### config.mk
export PLATFORM = sky130hd
export DESIGN_NAME = dma_engine
export DESIGN_NICKNAME = d
export VERILOG_FILES = /design/src/rtl/dma_engine_pkg.sv /design/src/rtl/dma_regs.sv /design/src/rtl/dma_engine.sv
export SDC_FILE = /design/constraint.sdc
export NUM_CORES = 1
export LEC_CHECK = 0
export ABC_AREA = 1
export CAP_MARGIN = 15
export CORE_AREA = 2 2 186 188
export DETAILED_ROUTE_END_ITERATION = 10
export DIE_AREA = 0 0 188 190
export DONT_BUFFER_PORTS = 1
export SLEW_MARGIN = 20
export SYNTH_ARGS = -nofsm -noshare
export SYNTH_HDL_FRONTEND = slang
export SYNTH_SLANG_ARGS = --single-unit
### constraint.sdc
create_clock -name clk -period 3.7 [get_ports clk]
set_input_delay 1.11 -clock clk [delete_from_list [all_inputs] [get_ports clk]]
set_output_delay 1.11 -clock clk [all_outputs]
set_load 0.005 [all_outputs]
### src/rtl/dma_engine_pkg.sv
// Shared register map, CTRL/STATUS bit positions and FSM encoding for the DMA engine.
// The interrupt feature is compiled in only when DMA_IRQ_EN is defined.
package dma_engine_pkg;

  localparam logic [2:0] REG_SRC    = 3'd0;
  localparam logic [2:0] REG_DST    = 3'd1;
  localparam logic [2:0] REG_LEN    = 3'd2;
  localparam logic [2:0] REG_CTRL   = 3'd3;
  localparam logic [2:0] REG_STATUS = 3'd4;

  localparam int CTRL_START  = 0;
  localparam int CTRL_IRQ_EN = 1;
  localparam int CTRL_ABORT  = 2;

  localparam int STAT_BUSY = 0;
  localparam int STAT_DONE = 1;

  typedef enum logic [1:0] {
    ST_IDLE = 2'd0,
    ST_RD   = 2'd1,
    ST_WR   = 2'd2,
    ST_DONE = 2'd3
  } dma_state_e;

endpackage

### src/rtl/dma_regs.sv
// Config register file and slave decode: SRC/DST/LEN working registers, CTRL pulses, STATUS.
// CTRL.irq_en exists only when DMA_IRQ_EN is defined; otherwise it reads 0 and ignores writes.
module dma_regs
  import dma_engine_pkg::*;
#(
  parameter int ADDR_W = 32,
  parameter int DATA_W = 32
) (
  input  logic              clk,
  input  logic              rst,
  input  logic [ADDR_W-1:0] s_addr_i,
  input  logic              s_we_i,
  input  logic [DATA_W-1:0] s_wdata_i,
  output logic [DATA_W-1:0] s_rdata_o,
  input  logic              busy_i,
  input  logic              advance_i,
  input  logic              done_set_i,
  output logic [ADDR_W-1:0] src_o,
  output logic [ADDR_W-1:0] dst_o,
  output logic [DATA_W-1:0] len_o,
  output logic              start_o,
  output logic              abort_o,
  output logic              irq_en_o
);

  logic [2:0]        offs;
  logic [ADDR_W-1:0] wdata_addr;
  logic [ADDR_W-1:0] src_q, dst_q;
  logic [DATA_W-1:0] len_q;
  logic              done_q;
  logic              wr_src, wr_dst, wr_len, wr_ctrl, wr_status;
  logic              unused_addr;

  assign offs       = s_addr_i[4:2];
  assign unused_addr = ^s_addr_i;
  assign wdata_addr = ADDR_W'(s_wdata_i);

  assign wr_src    = s_we_i && (offs == REG_SRC);
  assign wr_dst    = s_we_i && (offs == REG_DST);
  assign wr_len    = s_we_i && (offs == REG_LEN);
  assign wr_ctrl   = s_we_i && (offs == REG_CTRL);
  assign wr_status = s_we_i && (offs == REG_STATUS);

  // start/abort are write strobes only; they are never stored
  assign start_o = wr_ctrl && s_wdata_i[CTRL_START];
  assign abort_o = wr_ctrl && s_wdata_i[CTRL_ABORT];

  always_ff @(posedge clk) begin
    if (rst) begin
      src_q  <= '0;
      dst_q  <= '0;
      len_q  <= '0;
      done_q <= 1'b0;
    end else begin
      if (advance_i) begin
        src_q <= src_q + ADDR_W'(4);
        dst_q <= dst_q + ADDR_W'(4);
        len_q <= len_q - DATA_W'(1);
      end else if (!busy_i) begin
        if (wr_src) src_q <= wdata_addr & ~ADDR_W'(3);
        if (wr_dst) dst_q <= wdata_addr & ~ADDR_W'(3);
        if (wr_len) len_q <= s_wdata_i;
      end
      // entering DONE wins over a clearing write in the same cycle
      if (done_set_i)
        done_q <= 1'b1;
      else if (wr_status || abort_o || (start_o && !busy_i))
        done_q <= 1'b0;
    end
  end

`ifdef DMA_IRQ_EN
  logic irq_en_q;
  always_ff @(posedge clk) begin
    if (rst)          irq_en_q <= 1'b0;
    else if (wr_ctrl) irq_en_q <= s_wdata_i[CTRL_IRQ_EN];
  end
  assign irq_en_o = irq_en_q;
`else
  assign irq_en_o = 1'b0;
`endif

  always_comb begin
    s_rdata_o = '0;
    case (offs)
      REG_SRC:    s_rdata_o = DATA_W'(src_q);
      REG_DST:    s_rdata_o = DATA_W'(dst_q);
      REG_LEN:    s_rdata_o = len_q;
      REG_CTRL:   s_rdata_o[CTRL_IRQ_EN] = irq_en_o;
      REG_STATUS: begin
        s_rdata_o[STAT_BUSY] = busy_i;
        s_rdata_o[STAT_DONE] = done_q;
      end
      default:    s_rdata_o = '0;
    endcase
  end

  assign src_o = src_q;
  assign dst_o = dst_q;
  assign len_o = len_q;

endmodule

### src/rtl/dma_engine.sv
// Single-channel word-copy DMA: IDLE -> RD -> WR ... -> DONE, with registered master outputs.
// Define DMA_IRQ_EN to enable the one-cycle completion interrupt (irq_o is 0 otherwise).
module dma_engine
  import dma_engine_pkg::*;
#(
  parameter int ADDR_W = 32,
  parameter int DATA_W = 32
) (
  input  logic              clk,
  input  logic              rst,
  input  logic [ADDR_W-1:0] s_addr_i,
  input  logic              s_we_i,
  input  logic [DATA_W-1:0] s_wdata_i,
  output logic [DATA_W-1:0] s_rdata_o,
  output logic [ADDR_W-1:0] m_addr_o,
  output logic [DATA_W-1:0] m_wdata_o,
  output logic              m_req_o,
  output logic              m_we_o,
  input  logic [DATA_W-1:0] m_rdata_i,
  input  logic              m_grant_i,
  output logic              irq_o
);

  logic [ADDR_W-1:0] src, dst;
  logic [DATA_W-1:0] len;
  logic              start, abort, irq_en;
  logic              busy, len_zero, last_word, start_ok, advance, done_set;

  dma_state_e        state_q;
  logic              m_req_q, m_we_q, irq_q;
  logic [ADDR_W-1:0] m_addr_q;
  logic [DATA_W-1:0] m_wdata_q;

  assign busy      = (state_q == ST_RD) || (state_q == ST_WR);
  assign len_zero  = (len == '0);
  assign last_word = (len == DATA_W'(1));
  assign start_ok  = start && !busy && !abort;
  assign advance   = (state_q == ST_WR) && m_grant_i && !abort;
  assign done_set  = (start_ok && len_zero) || (advance && last_word);

  dma_regs #(
    .ADDR_W(ADDR_W),
    .DATA_W(DATA_W)
  ) u_regs (
    .clk        (clk),
    .rst        (rst),
    .s_addr_i   (s_addr_i),
    .s_we_i     (s_we_i),
    .s_wdata_i  (s_wdata_i),
    .s_rdata_o  (s_rdata_o),
    .busy_i     (busy),
    .advance_i  (advance),
    .done_set_i (done_set),
    .src_o      (src),
    .dst_o      (dst),
    .len_o      (len),
    .start_o    (start),
    .abort_o    (abort),
    .irq_en_o   (irq_en)
  );

  // m_wdata_q doubles as the data buffer: it is loaded on the granted read
  always_ff @(posedge clk) begin
    if (rst || abort) begin
      state_q   <= ST_IDLE;
      m_req_q   <= 1'b0;
      m_we_q    <= 1'b0;
      m_addr_q  <= '0;
      m_wdata_q <= '0;
      irq_q     <= 1'b0;
    end else begin
      irq_q <= 1'b0;
      case (state_q)
        ST_RD: begin
          if (m_grant_i) begin
            state_q   <= ST_WR;
            m_we_q    <= 1'b1;
            m_addr_q  <= dst;
            m_wdata_q <= m_rdata_i;
          end
        end
        ST_WR: begin
          if (m_grant_i) begin
            m_we_q    <= 1'b0;
            m_wdata_q <= '0;
            if (last_word) begin
              state_q  <= ST_DONE;
              m_req_q  <= 1'b0;
              m_addr_q <= '0;
              irq_q    <= irq_en;
            end else begin
              state_q  <= ST_RD;
              m_addr_q <= src + ADDR_W'(4);
            end
          end
        end
        default: begin
          if (start_ok && len_zero) begin
            state_q <= ST_DONE;
            irq_q   <= irq_en;
          end else if (start_ok) begin
            state_q  <= ST_RD;
            m_req_q  <= 1'b1;
            m_addr_q <= src;
          end else begin
            state_q <= ST_IDLE;
          end
        end
      endcase
    end
  end

  assign m_req_o   = m_req_q;
  assign m_we_o    = m_we_q;
  assign m_addr_o  = m_addr_q;
  assign m_wdata_o = m_wdata_q;
  assign irq_o     = irq_q;

endmodule

# Word-level counts from Yosys, hierarchy flattened
# Cells that the tools add are included.
dict set report word_totals {
  reg_bits 165
}
dict set report op_classes {
  n_eq_ne 13
  n_reduce_logical 36
  muxes 37
  addsub 3
  bitwise_logic 1
}
# cell count
set ops {}
lappend ops {{32-bit two-way mux} 16}
lappend ops {{32-bit one-hot mux with 2 select lines} 2}
lappend ops {{30-bit one-hot mux with 3 select lines} 1}
lappend ops {{32-bit by 3-bit adder with 32-bit output (second input constant)} 2}
lappend ops {{32-bit by 1-bit == test with 1-bit output (second input constant)} 1}
lappend ops {{32-bit logical NOT} 1}
lappend ops {{32-bit by 1-bit subtractor with 32-bit output (second input constant)} 1}
lappend ops {{1-bit logical AND} 13}
lappend ops {{2-bit nonzero test} 6}
lappend ops {{2-bit != test (second input constant)} 5}
lappend ops {{1-bit two-way mux} 9}
lappend ops {{2-bit two-way mux} 4}
lappend ops {{1-bit one-hot mux with 4 select lines} 2}
lappend ops {{2-bit AND reduction} 4}
lappend ops {{3-bit by 2-bit == test with 1-bit output (second input constant)} 2}
lappend ops {{1-bit logical OR} 5}
lappend ops {{5-bit AND reduction} 1}
lappend ops {{1-bit one-hot mux with 2 select lines} 2}
lappend ops {{2-bit one-hot mux with 2 select lines} 1}
lappend ops {{4-bit AND reduction} 1}
lappend ops {{3-bit by 1-bit == test with 1-bit output (second input constant)} 1}
lappend ops {{3-bit == test (second input constant)} 1}
lappend ops {{3-bit logical NOT} 1}
lappend ops {{3-bit != test (second input constant)} 1}
lappend ops {{other kinds (6)} 7}

# Depth between registers and ports, before layout
dict set report depth {
  ltp_word 8
  depth_mapped 15
  ltp_nobuf 12
}

# Cells and area by module
# A second synthesis with hierarchy kept.
dict set report unflattened {
  cells_unflattened 1934
  area_unflattened_um2 11264.6
}
# mod seq_area_each_um2 cells_per_inst area_each_um2 instances
set by_module_without_submodules {}
lappend by_module_without_submodules {dma_regs 1861.8 1250 7089.3 1}
lappend by_module_without_submodules {dma_engine 1381.3 684 4175.3 1}

# Worst setup path after synthesis
# OpenSTA, ideal clock, no wires.
dict set report synth_timing {
  path_type {in2out}
  start {input port s_addr_i[3]}
  end {output port s_rdata_o[15]}
  slack_ps 760
  n_path_buf 1
  required_ps 2590
  cell_stages 4
  t_arrival_ps 1830
  cell_sequence {nor3_4 clkbuf_1 nand2_1 o211ai_1}
}
dict set report synth_via {
  elab_chain_len 2
}
# item line
set synth_rtl {}
lappend synth_rtl {{start, declared} dma_engine.sv:11} ;# input logic [ADDR_W-1:0] s_addr_i,
lappend synth_rtl {{3-bit by 2-bit == test with 1-bit output, or another cell as far along} dma_regs.sv:85} ;# case (offs)
lappend synth_rtl {{30-bit one-hot mux with 3 select lines *} dma_regs.sv:85}
lappend synth_rtl {{end, declared} dma_engine.sv:14} ;# output logic [DATA_W-1:0] s_rdata_o,
# Mark *: on every way between the ends. The rest lies on a longest branch, timed or not.

# Worst setup path in the final report
dict set report layout_timing {
  start {input port s_addr_i[2]}
  end {output port s_rdata_o[20]}
}
# The elaborated chain is that of the path after synthesis.

==> impl_metrics.yaml <==
yosys:
  syn-num-nets: 1725
  synth_mux_area_share_pct: 0
  synth_compound_area_share_pct: 21.8
  ys_warn_count: 0
  syn_inst: 1619
  synth_seq_cells: 160
  synthAdderAreaFrac_pct: 0.750
  netlist_area_sq_um: 10000
  synth-simple-area-share_pct: 32.1
  synth_top_family_by_area: "simple AND/OR/NAND/NOR gates"
  synth-seq-area-share_pct: 32.0
  yosysUniqueCellTypes: 40
  synth-xor-area-share_pct: 3.15
  syn_area_per_cell_sq_um: 6.18
final_layout:
  final_nets: 1711
  drive_gt1_share_pct: 7.11
  mostFrequentLayoutCells: "nand2_1 (431), nor2_1 (229), dfxtp_1 (160), inv_1 (153), o21ai_0 (132)"
  area_growth_pct: 11.6
  multiInputGateArea_sq_um: 5800
  ff_latch_area_sq_um: 3200
  antenna_cells: 0
  nFillCells: 3749
  final_common_cell: "nand2_1"
floorplanning:
  dieHeight_um: 190
  floorplan.initialDensity_pct: 29.5
  core.rowCount: 68
  core_area_sq_um: 33900
  ios: 199
  floorplan.die_area_sq_um: 35700
  fp.dieW_um: 188
global_routing:
  gr-total-overflow: 0
  antenna_found_initial: 0
  grt_first_pass_wirelength_um: 59000
  grt_max_degree: 54
  first_global_vias: 9889
  gr-usage-all-layers_pct: 21.7
critical_path:
  crit_family: "buffers and inverters"
  reg2reg_slack_ps: 730
  crit_slowest_cell: "o221ai_1"
  r2r_cells: 11
  start_kind: "input port"
  path_cells: "nor2_1 -> nand2_1 -> buf_4 -> o221ai_1 -> buf_4"
  end_kind: "primary output"
  critPathBufInv: 2
  rr_startpoint: "u_regs.len_o[0]"
  crit_fanout: 22
  required_ps: 2590
  critPathMaxStageDelay_ps: 380
  r2r-end: "m_addr_o[2]"
  path_common_cell: "buf_4"
  crit_arrival_ps: 2200
  criticalPathCategory: "in -> out"
sta:
  fin_crit_ps: 3310
  setup_viol: 0
  fmax_mhz: 302
  skew_ps: 18.2
  rsz0062_at_grt: "no"
  maxSlewHeadroom_pct: 30.9
  worst_pin_slew_ps: 1030
  tns_ps: 0
  finalHoldViolations: 0
  drv_slew: 0
  fin_crit_sh_pct: 89.5
placement:
  port_buffers: 0
  place.gp.congestion: 0.946
  hpwlAfterDp_um: 30300
pwr:
  p_sw_mw: 1.26
  power_density_nw_per_um2: 376
  clkPwrFrac_pct: 45.2
  seqPwrFrac_pct: 43.3
  peakVddDrop_uv: 332
  switching_share_pct: 30.1
  p_int_mw: 2.93
  report.power.total_mw: 4.20
  p_leak_nw: 4.36
  comb_power_share_pct: 11.5
clock_network:
  htree_levels: 4
  root_buffer: "clkbuf_16"
  cts_tree: "done"
  post_cts_buffers: 0
  cts_hold_buf: 0
  cts_buffers: 17
  cts_resized: 0
  cts_buffer_depth: 2
  clk_latency_ps: 460
  cts_num_sinks: 160
  clkTransAtPathRegs_ps: 70
drt:
  vias_per_cell: 5.24
  wl_um: 40000
  wl_per_cell_um: 19.3
  drt_pre_antenna_iters: 5
  drt_iter0_drc: 1166
  vias: 10900
  drc: 0
  ant_nets: 0
min_path:
  hold_end: "m_addr_o[1]"
  hold_depth: 2
  hold_path_startpoint: "m_addr_o[1]"
  worstHoldPathType: "reg -> reg"
flow_run:
  drv_cap: 0
run_status:
  status: "completed"
## through the flow
stage / setup slack (ps) / hold slack, ps / cells / util [%] / area (sq um)
global route: 355 / 538 / 2072 / 32.9 / 11200
CTS: 449 / 510 / 2072 / 32.9 / 11200
global placement: 445 / 485 / 2041 / 31.1 / 10600
floorplan: 760 / 454 / 1619 / - / 10000
finish: 388 / 501 / 2072 / 32.9 / 11200
detailed placement: 457 / 491 / 2041 / 31.1 / 10600
## worst max path at each step
stage,from,end,depth (start not counted)
6_report,s_addr_i[2],s_rdata_o[20],5
5_1_grt,u_regs.len_o[0],m_addr_o[10],11
4_1_cts,s_addr_i[2],s_rdata_o[10],5
3_5_place_dp,s_addr_i[2],s_rdata_o[10],5
3_3_place_gp,s_addr_i[2],s_rdata_o[10],5
2_1_floorplan,s_addr_i[3],s_rdata_o[15],4
## per-layer routing
| metal | vias to the layer above | track usage (%) | part of all wire [%] |
|---|---|---|---|
| met2 | 510 | 34.6 | 45 |
| met5 | - | 0 | 0 |
| met4 | 0 | 5.78 | 2.1 |
| met1 | 5008 | 28.8 | 43 |
| li1 | 5288 | - | - |
| met3 | 46 | 6.03 | 9.8 |
## Yosys cell counts
| cell type | count | area (sq um) |
|---|---|---|
| nand2_1 | 431 | 1620 |
| nor2_1 | 229 | 860 |
| dfxtp_1 | 160 | 3200 |
| inv_1 | 153 | 574 |
| o21ai_0 | 132 | 661 |
| a21oi_1 | 126 | 631 |
| nand3_1 | 63 | 315 |
| clkbuf_1 | 43 | 161 |
| a22oi_1 | 32 | 240 |
| xor2_1 | 32 | 280 |
| a31oi_1 | 30 | 188 |
| o221ai_1 | 29 | 254 |
| buf_2 | 26 | 130 |
| nor3_1 | 17 | 85.1 |
| nand4_1 | 16 | 100 |
| nor2_2 | 12 | 75.1 |
| o21ai_1 | 12 | 60.1 |
| o211ai_1 | 11 | 82.6 |
| inv_2 | 10 | 37.5 |
| ha_1 | 6 | 75.1 |
| o22ai_1 | 6 | 37.5 |
| buf_6 | 5 | 56.3 |
| nand2_2 | 5 | 31.3 |
| buf_4 | 4 | 30.0 |
| xnor2_1 | 4 | 35.0 |
| buf_1 | 3 | 11.3 |
| clkinv_1 | 3 | 11.3 |
| nand3b_1 | 3 | 22.5 |
| and2_1 | 2 | 12.5 |
| nand2_4 | 2 | 22.5 |
| nor3_4 | 2 | 32.5 |
| or2_2 | 2 | 12.5 |
| a221oi_1 | 1 | 8.76 |
| conb_1 | 1 | 3.75 |
| nand3_2 | 1 | 10.0 |
| nor2_4 | 1 | 11.3 |
| nor3_2 | 1 | 10.0 |
| o21a_1 | 1 | 7.51 |
| o21bai_1 | 1 | 7.51 |
| o31ai_1 | 1 | 7.51 |
## power groups by stage
stage	Combinational (mW)	Sequential [mW]	Clock (mW)
floorplan	0.336	1.84	0
global placement	0.466	1.86	0
detailed placement	0.472	1.86	0
CTS	0.474	1.82	1.92
global route	0.533	1.82	1.99
finish	0.484	1.82	1.90
## final cells by class
class | count | area share (%)
inverter | 166 | 5.58
clock buffer | 18 | 3.93
tap | 455 | 5.10
multi-input combinational | 1212 | 51.9
clock inverter | 13 | 1.50
timing repair buffer | 48 | 3.34
sequential | 160 | 28.7
## cell families (layout without fill, tap and decap cells)
family	after synthesis	in the layout
adders and majority gates	6	6
DFF	160	160
AOI/OAI and AO/OA	382	382
buffers and inverters	247	245
xor gates and xnor gates	36	36
and+or+nand+nor	787	787
other	1	1
## registers in the layout, summed over array words and instances (netlist names)
register	flops
m_wdata_o	32
u_regs.dst_o	30
u_regs.src_o	30
u_regs.done_q	1
state_q	2
m_addr_o	31
u_regs.len_o	32
m_we_o	1
m_req_o	1
## tightest hold or removal path: cells and delay by family, from the launching register on
family / cells / cell delay [ps]
flip-flops: 1 / 350
AND/OR/NAND/NOR: 2 / 120
Power figures use the tool's default switching activity.
